**src/rtl/spi_serf_pkg.sv**
```systemverilog
// Shared types and constants for the 16-bit SPI serf that emulates the IMU end of the link.
// The frame is a command byte ({R/W, addr[6:0]}) followed by a data byte, sent MSB first.
package spi_serf_pkg;

    typedef enum logic [1:0] {
        IDLE = 2'd0,
        CMD  = 2'd1,
        DATA = 2'd2,
        HOLD = 2'd3
    } state_t;

    localparam logic [6:0] ADDR_WHO  = 7'h0F;
    localparam logic [6:0] ADDR_YAWL = 7'h26;
    localparam logic [6:0] ADDR_YAWH = 7'h27;

    localparam int FRAME_BITS = 16;
    localparam int CMD_BITS   = 8;

    // bit_cnt values that mark the last command bit, the last frame bit and the first tx shift
    localparam logic [4:0] LAST_CMD_BIT    = 5'(CMD_BITS - 1);
    localparam logic [4:0] LAST_FRAME_BIT  = 5'(FRAME_BITS - 1);
    localparam logic [4:0] FIRST_SHIFT_BIT = 5'(CMD_BITS + 1);

endpackage

```
**src/rtl/spi_edge_sync.sv**
```systemverilog
// Two-flop synchroniser for an asynchronous input plus a third flop for edge detection.
// rise/fall are single-clk pulses aligned with the synchronised level.
module spi_edge_sync #(
    parameter logic RESET_VAL = 1'b1
) (
    input  logic clk,
    input  logic rst,
    input  logic async_in,
    output logic sync_out,
    output logic rise,
    output logic fall
);

    logic [2:0] sync_q;

    // NOTE: sequential state is always updated with <= so every flop samples pre-edge values.
    always_ff @(posedge clk) begin
        if (rst) begin
            sync_q <= {3{RESET_VAL}};
        end else begin
            sync_q <= {sync_q[1:0], async_in};
        end
    end

    assign sync_out = sync_q[1];
    assign rise     = sync_q[1] & ~sync_q[2];
    assign fall     = ~sync_q[1] & sync_q[2];

endmodule

```
**src/rtl/spi_serf_imu.sv**
```systemverilog
// SPI serf modelling the inertial sensor: WHO_AM_I, a control register that arms nemo_setup,
// and a yaw-rate sample with a data-ready interrupt cleared by reading the high byte.
module spi_serf_imu
    import spi_serf_pkg::*;
#(
    parameter logic [7:0] WHO_AM_I_VAL = 8'h6A,
    parameter logic [7:0] SETUP_VAL    = 8'h02,
    parameter logic [6:0] ADDR_CTRL    = 7'h0D
) (
    input  logic        clk,
    input  logic        rst,
    input  logic        SS_n,
    input  logic        SCLK,
    input  logic        MOSI,
    output logic        MISO,
    output logic        INT,
    output logic        nemo_setup,
    input  logic        yaw_vld,
    input  logic [15:0] yaw_data,
    output logic        done
);

    logic       ss_sync;
    logic       ss_fall;
    logic       ss_rise_unused;
    logic       sclk_sync_unused;
    logic       sclk_rise;
    logic       sclk_fall;
    logic [1:0] mosi_q;
    logic       mosi_s;

    spi_edge_sync #(.RESET_VAL(1'b1)) u_ss_sync (
        .clk      (clk),
        .rst      (rst),
        .async_in (SS_n),
        .sync_out (ss_sync),
        .rise     (ss_rise_unused),
        .fall     (ss_fall)
    );

    spi_edge_sync #(.RESET_VAL(1'b1)) u_sclk_sync (
        .clk      (clk),
        .rst      (rst),
        .async_in (SCLK),
        .sync_out (sclk_sync_unused),
        .rise     (sclk_rise),
        .fall     (sclk_fall)
    );

    // MOSI shares the SCLK synchroniser depth so it is stable when sclk_rise fires
    always_ff @(posedge clk) begin
        if (rst) begin
            mosi_q <= 2'b11;
        end else begin
            mosi_q <= {mosi_q[0], MOSI};
        end
    end
    assign mosi_s = mosi_q[1];

    state_t     state;
    logic [4:0] bit_cnt;
    logic [6:0] rx_shft;
    logic [7:0] tx_shft;
    logic       rw;
    logic [6:0] addr;
    logic [7:0] ctrl_reg;
    logic [7:0] yaw_l;
    logic [7:0] yaw_h;
    logic       int_flag;
    logic [7:0] rx_byte;
    logic [7:0] rd_mux;

    // Byte completed by the current rise: command byte on rise 8, data byte on rise 16
    assign rx_byte = {rx_shft, mosi_s};

    // NOTE: every always_comb output gets a default first so no path can infer a latch.
    always_comb begin
        rd_mux = 8'h00;
        if (rx_byte[6:0] == ADDR_WHO) begin
            rd_mux = WHO_AM_I_VAL;
        end else if (rx_byte[6:0] == ADDR_CTRL) begin
            rd_mux = ctrl_reg;
        end else if (rx_byte[6:0] == ADDR_YAWL) begin
            rd_mux = yaw_l;
        end else if (rx_byte[6:0] == ADDR_YAWH) begin
            rd_mux = yaw_h;
        end
    end

    always_ff @(posedge clk) begin
        if (rst) begin
            state      <= IDLE;
            bit_cnt    <= '0;
            rx_shft    <= '0;
            tx_shft    <= '0;
            rw         <= 1'b0;
            addr       <= '0;
            ctrl_reg   <= '0;
            yaw_l      <= '0;
            yaw_h      <= '0;
            int_flag   <= 1'b0;
            nemo_setup <= 1'b0;
            done       <= 1'b0;
        end else begin
            done <= 1'b0;
            case (state)
                IDLE: begin
                    if (ss_fall) begin
                        state   <= CMD;
                        bit_cnt <= '0;
                        rx_shft <= '0;
                        tx_shft <= '0;
                    end
                end
                CMD: begin
                    if (ss_sync) begin
                        state <= IDLE;
                    end else if (sclk_rise) begin
                        rx_shft <= rx_byte[6:0];
                        bit_cnt <= bit_cnt + 5'd1;
                        if (bit_cnt == LAST_CMD_BIT) begin
                            rw      <= rx_byte[7];
                            addr    <= rx_byte[6:0];
                            tx_shft <= rd_mux;
                            state   <= DATA;
                        end
                    end
                end
                DATA: begin
                    if (ss_sync) begin
                        state <= IDLE;
                    end else if (sclk_rise) begin
                        rx_shft <= rx_byte[6:0];
                        bit_cnt <= bit_cnt + 5'd1;
                        if (bit_cnt == LAST_FRAME_BIT) begin
                            if (!rw && addr == ADDR_CTRL) begin
                                ctrl_reg <= rx_byte;
                                if (rx_byte == SETUP_VAL) begin
                                    nemo_setup <= 1'b1;
                                end
                            end
                            if (rw && addr == ADDR_YAWH) begin
                                int_flag <= 1'b0;
                            end
                            done  <= 1'b1;
                            state <= HOLD;
                        end
                    end else if (sclk_fall && bit_cnt >= FIRST_SHIFT_BIT) begin
                        tx_shft <= {tx_shft[6:0], 1'b0};
                    end
                end
                HOLD: begin
                    if (ss_sync) begin
                        state <= IDLE;
                    end
                end
                default: state <= IDLE;
            endcase

            // A new sample outranks the read-clear of INT landing in the same clk
            if (yaw_vld) begin
                yaw_l    <= yaw_data[7:0];
                yaw_h    <= yaw_data[15:8];
                int_flag <= 1'b1;
            end
        end
    end

    assign MISO = (state == DATA) ? tx_shft[7] : 1'b0;
    assign INT  = int_flag;

endmodule

```
**config.mk**
```make
export PLATFORM = sky130hd
export DESIGN_NAME = spi_serf_imu
export DESIGN_NICKNAME = d
export VERILOG_FILES = /design/src/rtl/spi_serf_pkg.sv /design/src/rtl/spi_edge_sync.sv /design/src/rtl/spi_serf_imu.sv
export SDC_FILE = /design/constraint.sdc
export NUM_CORES = 1
export LEC_CHECK = 0
export CAP_MARGIN = 20
export CORE_UTILIZATION = 35
export CTS_BUF_LIST = sky130_fd_sc_hd__clkbuf_8 sky130_fd_sc_hd__clkbuf_16
export DETAILED_ROUTE_END_ITERATION = 7
export HOLD_SLACK_MARGIN = 0.08
export MAX_ROUTING_LAYER = met4
export PLACE_DENSITY = 0.66
export SYNTH_ARGS = -nofsm -noshare
export SYNTH_HDL_FRONTEND = slang
export SYNTH_SLANG_ARGS = --single-unit
```
**constraint.sdc**
```tcl
create_clock -name clk -period 1.9 [get_ports clk]
set_input_delay 0.475 -clock clk [delete_from_list [all_inputs] [get_ports clk]]
set_output_delay 0.475 -clock clk [all_outputs]
set_load 0.005 [all_outputs]
```
# After elaboration in Yosys (flattened, before gate mapping)
# Index checks and enable logic that the tools add are counted.
word_totals:
  register_bits: 65
  inputBits: 22
  out_inout_bits: 4
  word_cells: 109
op_classes:
  addsub: 1
  n_lt_le_gt_ge: 1
  n_eq_ne: 27
  mux: 37
  n_bitwise: 8
  n_reduce_logical: 20
op_table:
  columns: ["operator", "count"]
  rows:
  - ["two-way mux 8 bit", 11]
  - ["case mux 8 bit (3 select lines)", 1]
  - ["equality test 7 x 4 -> 1 bit (second input constant)", 3]
  - ["equality test 7 x 6 -> 1 bit (second input constant)", 3]
  - ["two-way mux 7 bit", 3]
  - ["inequality test 2 bit (second input constant)", 9]
  - ["two-way mux 2 bit", 8]
  - ["two-way mux 5 bit", 3]
  - ["case mux 7 bit (2 select lines)", 1]
  - ["inequality test 3 x 2 -> 1 bit (second input constant)", 4]
  - ["AND reduction 6 bit", 2]
  - ["case mux 5 bit (2 select lines)", 1]
  - ["AND reduction 5 bit", 2]
  - ["nonzero test 2 bit", 5]
  - ["equality test 8 x 2 -> 1 bit (second input constant)", 1]
  - ["two-way mux 1 bit", 8]
  - ["case mux 2 bit (4 select lines)", 1]
  - ["AND reduction 4 bit", 2]
  - ["AND reduction 8 bit", 1]
  - ["adder 5 x 1 -> 5 bit (second input constant)", 1]
  - ["equality test 5 x 3 -> 1 bit (second input constant)", 1]
  - ["equality test 5 x 4 -> 1 bit (second input constant)", 1]
  - [">= comparator 5 x 4 -> 1 bit (second input constant)", 1]
  - ["inverter 1 bit", 5]
  - ["other kinds (10)", 16]

# Logic depth before layout (Yosys ltp)
# Gate-level depths: netlist (run 1).
depth:
  depth_word: 9
  ltp_mapped: 8
  depth_no_buf: 7

# By module
# A second synthesis (run 1) with hierarchy kept.
hier_totals:
  hier_cells: 302
  hier_area_um2: 2926.6
modules_own_cells:
  columns: ["module", "instances", "cells_each", "area_per_inst_um2"]
  rows:
  - ["spi_serf_imu", 1, 286, 2741.4]
  - ["spi_edge_sync", 2, 8, 92.6]

# Least setup slack after synthesis (run 1)
# OpenSTA, ideal clock, no wires.
synth_path:
  path_kind: "register to register"
  start: "register state[0]"
  end: "register tx_shft[4]"
  setup_ns: 0.131
  arrival_ns: 1.717
  required_time_ns: 1.769
  setup_slack_ns: 0.052
  stages_incl_launch_ff: 8
  n_path_buf: 1
  synth_period_minus_slack_ns: 1.848
  cell_sequence: "dfxtp_1 > inv_1 > ha_1 > and3b_1 > and4_1 > clkbuf_1 > a222oi_1 > mux2i_1"
synth_between:
  elab_chain_cells: 3
  word_cells_on_any_way: 13
  cone_classes: "9 x eq/ne; 1 x mux; 3 x reduce/logical"
synth_lines:
  columns: ["element", "line", "rtl"]
  rows:
  - ["start: declaration", "spi_serf_imu.sv:60", "state_t state;"]
  - ["start signal: assignment", "spi_serf_imu.sv:92", "state <= IDLE;"]
  - ["start signal: assignment", "spi_serf_imu.sv:109", "state <= CMD;"]
  - ["start signal: assignment", "spi_serf_imu.sv:117", "state <= IDLE;"]
  - ["equality test 2 x 1 -> 1 bit, or another cell as far along", "spi_serf_imu.sv:106", "case (state)"]
  - ["inequality test 2 bit (no line) / nonzero test 3 bit (equally long branches)", null, null]
  - ["AND reduction 8 bit (no line)", null, null]
  - ["end signal: assignment", "spi_serf_imu.sv:124", "tx_shft <= rd_mux;"]
  - ["end signal: assignment", "spi_serf_imu.sv:149", "tx_shft <= {tx_shft[6:0], 1'b0};"]
  - ["end: declaration", "spi_serf_imu.sv:63", "logic [7:0] tx_shft;"]
# Parallel ways exist; a longest one is shown, timed or not.
# A chain may end at the register's enable or synchronous reset.

# Worst setup path after layout (run 1)
# Ends and elaborated chain as after synthesis.

==> impl_metrics.yaml, run 1 <==
global_routing:
  first_global_vias: 2144
  grt_max_degree: 34
  grt_use_total: 0.158
  grt_overflow_total: 0
  antenna_found_initial: 0
  grt_pass1_wl_mm: 10.3
setup_path:
  rrSetupSlack_ns: 0.1
  r2r-end: "tx_shft[4]"
  worst_setup_path_end_kind: "flop"
  crit_required_ns: 2.12
  crit_arrival_ns: 2.03
  crit_fanout: 7
  crit_type: "flop to flop"
  r2r_start: "state[0]"
  reg2reg_depth: 7
  crit_path_start_kind: "flop"
clock_tree:
  cts_tree: "done"
  clock-sinks: 65
  postCtsHoldBufs: 0
  h-tree-depth: 3
  clk_pin_slew_ns: 0.07
  clockBufferDepth: 2
  cts_buffers: 9
  clk_latency_ns: 0.35
  ctsRootBufferMaster: "clkbuf_8"
routing:
  firstDrtPassIters: 4
  routed_via_density: 4.94
  drtAntennaViolNets: 0
  num_vias: 2197
  detail_route.iter0.violations: 124
  drcViolationCount: 0
  totalWireLength_mm: 6.16
  wl_per_cell_um: 13.8
die:
  die-area_sq_mm: 0.00879
  ios: 26
  initial_core_util: 0.360
  core_sq_mm: 0.00818
  rows: 33
  die-width_um: 93.7
  die_h_um: 93.7
min_path:
  hold_start: "mosi_q[0]"
  holdPathStages: 1
  holdCritPathClass: "flop to flop"
  min_to: "mosi_q[1]"
yosys:
  syn_area_sq_mm: 0.00295
  synth_cell_types: 48
  syn_inst: 299
  synth-async-reset-ratio: 0
  synth-main-ff-cell: "dfxtp_1"
  yosysTopAreaCell: "dfxtp_1"
  synth_top_area_share: 0.442
  syn_nets: 330
  synthTopCellsByArea: "dfxtp_1 (44%), mux2i_1 (16%), nor2_1 (6.5%), ha_1 (3.8%), mux2_2 (2.7%)"
  ys_warn_count: 0
  syn_avg_cell_area_sq_um: 9.85
  synth-edff-count: 0
  ys_seq_area_frac: 0.442
  ys_ff_latch: 65
sta:
  max_freq_mhz: 554
  layout_min_cycle_time_ns: 1.80
  drv_slew: 0
  rsz0062_at_grt: "true"
  finClkSkew_ns: 0.00865
  hold_viol: 0
  slew_headroom: 0.671
  tightest_slew_ns: 0.492
  fin_crit_sh: 0.950
  setup_viol: 0
  fin_ws_ns: 0.0957
placement:
  post_dp_cell_area_sq_mm: 0.00337
  dp_hpwl_mm: 4.26
  pre_cts_slack_ns: -0.0527
  dp.cells: 425
  portBuffers: 25
  gp_congestion: 0.793
pwr:
  peakVddDrop_uv: 443
  power_density_mw_per_mm2: 1010
  p_leak_uw: 0.00156
layout:
  instances_no_fill: 445
  area_delta_synth_final_pct: 25.2
  fill_cells: 783
  final_common_cell: "dfxtp_1"
  antenna_cells: 0
  nets: 366
  drive_above_1_share: 0.209
  final_cell_mix: "dfxtp_1 (63), nor2_1 (50), mux2i_1 (48)"
  fin_area_sq_mm: 0.00369
run_status:
  outcome: "completed"
job:
  cap_violations: 0
## cells in the mapped netlist (3+ instances only)
library cell	n
dfxtp_1	65
nor2_1	51
mux2i_1	48
nand2b_1	11
a21oi_1	9
clkbuf_1	9
ha_1	9
inv_1	9
or2_2	8
mux2_2	7
nor2_2	7
nand2_1	6
buf_2	5
nand3_1	5
and3b_1	3
nand4_1	3
nor2b_1	3
o21ai_0	3
## cell families after synthesis
logic type      after synthesis  share of synthesized area
compound gates               31                     0.0871
xor+xnor                      3                    0.00892
fa+ha+maj                     9                     0.0382
buf+inv                      24                     0.0365
flops                        65                      0.442
mux                          55                      0.190
simple gates                112                      0.198
## cell type report
cell class,instances,area (sq um),area share
multi-input combinational,210,1580,0.428
clock buffer,11,151,0.0410
sequential,65,1310,0.355
tap,105,131,0.0356
timing repair buffer,40,407,0.110
inverter,9,33.8,0.00916
clock inverter,5,77.6,0.0210
## layer usage
metal	part of all wire	vias to the layer above	track usage
met4	0.0097	0	0.0628
met3	0.028	9	0.0388
li1	-	1111	-
met2	0.47	27	0.245
met5	0	-	-
met1	0.49	1050	0.196
## worst max-delay path by stage
stage,cells after the start,slack [ns],from,to
global route,7,-0.01,bit_cnt[1],tx_shft[0]
global placement,6,0.04,state[0],tx_shft[4]
floorplan,7,0.05,state[0],tx_shft[4]
CTS,7,0.07,state[1],tx_shft[1]
finish,7,0.1,state[0],tx_shft[4]
detailed placement,6,-0.05,state[0],tx_shft[4]
## critical path: stages, from the launching register on
cell      delay (ns)
dfxtp_4         0.35
inv_2           0.04
buf_4           0.14
ha_4            0.25
and3b_1         0.22
and4_2          0.28
a222oi_1        0.29
mux2i_1         0.12
## report_power, final
| part | switching (uW) | internal (uW) |
|---|---|---|
| clock network | 536 | 806 |
| registers | 47.7 | 1440 |
| logic | 448 | 463 |
| total | 1030 | 2710 |
## through the flow
step	total power [uW]	hold slack [ns]	util	TNS, ns
after global placement	2300	0.394	0.412	0
final	3740	0.413	0.451	0
after detailed placement	2310	0.398	0.412	-0.161
after CTS	3760	0.415	0.449	0
after global routing	3920	0.433	0.451	-0.0207
after floorplan	2100	0.389	-	0
## timing repair
item                                    in CTS  in global routing
pin swaps                                    1                  1
endpoints found under the setup margin       9                  9
setup buffers                                4                  0
resized for setup                            9                  6
Power figures use the tool's default switching activity.
==> run 2, diff against run 1 <==
--- a/config.mk
+++ b/config.mk
@@ -9,7 +9,7 @@
 export CORE_UTILIZATION = 35
 export CTS_BUF_LIST = sky130_fd_sc_hd__clkbuf_8 sky130_fd_sc_hd__clkbuf_16
 export DETAILED_ROUTE_END_ITERATION = 7
-export HOLD_SLACK_MARGIN = 0.08
+export HOLD_SLACK_MARGIN = 0.06
 export MAX_ROUTING_LAYER = met4
 export PLACE_DENSITY = 0.66
 export SYNTH_ARGS = -nofsm -noshare
==> results of run 2 <==
No change in the layout: final DEF, timing and power equal those of run 1.
==> run 3, diff against run 2 <==
--- a/config.mk
+++ b/config.mk
@@ -12,6 +12,7 @@
 export HOLD_SLACK_MARGIN = 0.06
 export MAX_ROUTING_LAYER = met4
 export PLACE_DENSITY = 0.66
+export REMOVE_ABC_BUFFERS = 1
 export SYNTH_ARGS = -nofsm -noshare
 export SYNTH_HDL_FRONTEND = slang
 export SYNTH_SLANG_ARGS = --single-unit
==> constraint.sdc (replaced) <==
create_clock -name clk -period 1.9 [get_ports clk]
set_input_delay 0.475 -clock clk [delete_from_list [all_inputs] [get_ports clk]]
set_output_delay 0.475 -clock clk [all_outputs]
set_load 0.05 [all_outputs]
==> impl_metrics.yaml, run 3 (synthesis results as in run 1) <==
run_status:
  outcome: "completed"
routing:
  wl_per_cell_um: 13.4
  firstDrtPassIters: 4
  detail_route.iter0.violations: 90
  dr_wl_met3_um: 225
  wl_met1_mm: 2.98
  wl_met2_mm: 2.69
  totalWireLength_mm: 5.97
  routed_via_density: 4.83
  drcViolationCount: 0
  num_vias: 2161
  drtAntennaViolNets: 0
  highest_layer: "met4"
clock_tree:
  ctsRootBufferMaster: "clkbuf_8"
  clock-sinks: 65
  postCtsSetupBuffers: 0
  clk_pin_slew_ns: 0.07
  h-tree-depth: 3
  clk_latency_ns: 0.34
  cts_buffers: 9
  postCtsHoldBufs: 0
  cts_tree: "done"
  clockBufferDepth: 2
  ctsResizeCount: 2
die:
  die-width_um: 93.7
  core_sq_mm: 0.00818
  rows: 33
  ios: 26
  die_h_um: 93.7
  initial_core_util: 0.360
  die-area_sq_mm: 0.00879
setup_path:
  crit_arrival_ns: 1.33
  rrSetupSlack_ns: 0.13
  crit_path_start_kind: "flop"
  crit_fanout: 8
  crit_type: "flop to primary output"
  r2r-end: "ctrl_reg[6]"
  r2r_start: "bit_cnt[0]"
  reg2reg_depth: 8
  startpoint: "state[1]"
  crit_required_ns: 1.42
  worst_setup_path_end_kind: "primary output"
job:
  cap_violations: 0
sta:
  hold_viol: 0
  layout_min_cycle_time_ns: 1.81
  whs_ns: 0.411
  rsz0062_at_grt: "false"
  finClkSkew_ns: 0.0109
  setup_viol: 0
  max_freq_mhz: 554
  fin_crit_sh: 0.950
  slew_headroom: 0.623
  drv_slew: 0
  tightest_slew_ns: 0.565
global_routing:
  grt_overflow_total: 0
  grt_max_degree: 37
  grt_pass1_wl_mm: 10.1
  antenna_found_initial: 0
  grt_use_total: 0.153
  first_global_vias: 2113
layout:
  final_common_cell: "dfxtp_1"
  regArea_sq_mm: 0.00130
  area_delta_synth_final_pct: 24.8
  instances_no_fill: 447
  multi_input_area_sq_mm: 0.00157
  drive_above_1_share: 0.211
  fill_cells: 776
  final_cell_mix: "dfxtp_1 (65), nor2_1 (50), mux2i_1 (48)"
  antenna_cells: 0
  nets: 368
min_path:
  holdCritPathClass: "flop to flop"
  holdPathStages: 1
  min_to: "u_sclk_sync.sync_q[1]"
  hold_start: "u_sclk_sync.sync_q[0]"
pwr:
  peakVddDrop_uv: 460
  p_leak_uw: 0.00156
  power_density_mw_per_mm2: 996
placement:
  dp.cells: 431
  dp_hpwl_mm: 4.16
  gp_congestion: 0.862
  portBuffers: 25
-- run 3: worst max-delay path, stage by stage, from the launching register on --
cell	delay, ns
dfxtp_1	0.31
buf_4	0.15
ha_4	0.19
and2_1	0.19
buf_12	0.15
-- run 3: per-stage QoR --
step                      TNS, ns  total power, uW  utilization  setup slack (ns)  instance area, sq um
final                           0             3660        0.449            0.0943                  3670
after global routing            0             3850        0.449          0.000338                  3670
after CTS                       0             3660        0.447            0.0209                  3650
after detailed placement   -0.977             2360        0.418            -0.170                  3420
after global placement     -0.614             2350        0.418            -0.129                  3420
after floorplan           -0.0494             2040            -           -0.0494                  2870
-- run 3: power by group --
part           leakage (uW)  switching (uW)  internal, uW
combinational      0.000920             460           440
sequential         0.000530            47.7          1430
clock              0.000109             540           737
-- run 3: worst max-delay path by stage --
stage	slack, ns	endpoint
2_1_floorplan	-0.05	bit_cnt[3]
3_3_place_gp	-0.13	tx_shft[4]
3_5_place_dp	-0.17	tx_shft[4]
4_1_cts	0.02	tx_shft[4]
5_1_grt	0.0003	tx_shft[2]
6_report	0.09	MISO
-- run 3: layout make-up --
| class | instances | area share |
|---|---|---|
| clock buffer | 9 | 0.0337 |
| clock inverter | 7 | 0.0259 |
| inverter | 9 | 0.00919 |
| multi-input combinational | 210 | 0.428 |
| sequential | 65 | 0.354 |
| tap | 105 | 0.0358 |
| timing repair buffer | 42 | 0.114 |
-- run 3: routing by layer --
layer  GRT usage  vias to the layer above
li1            -                     1109
met3      0.0485                        9
met4      0.0474                        0
met1       0.190                     1007
met2       0.237                       36
met5           -                        -
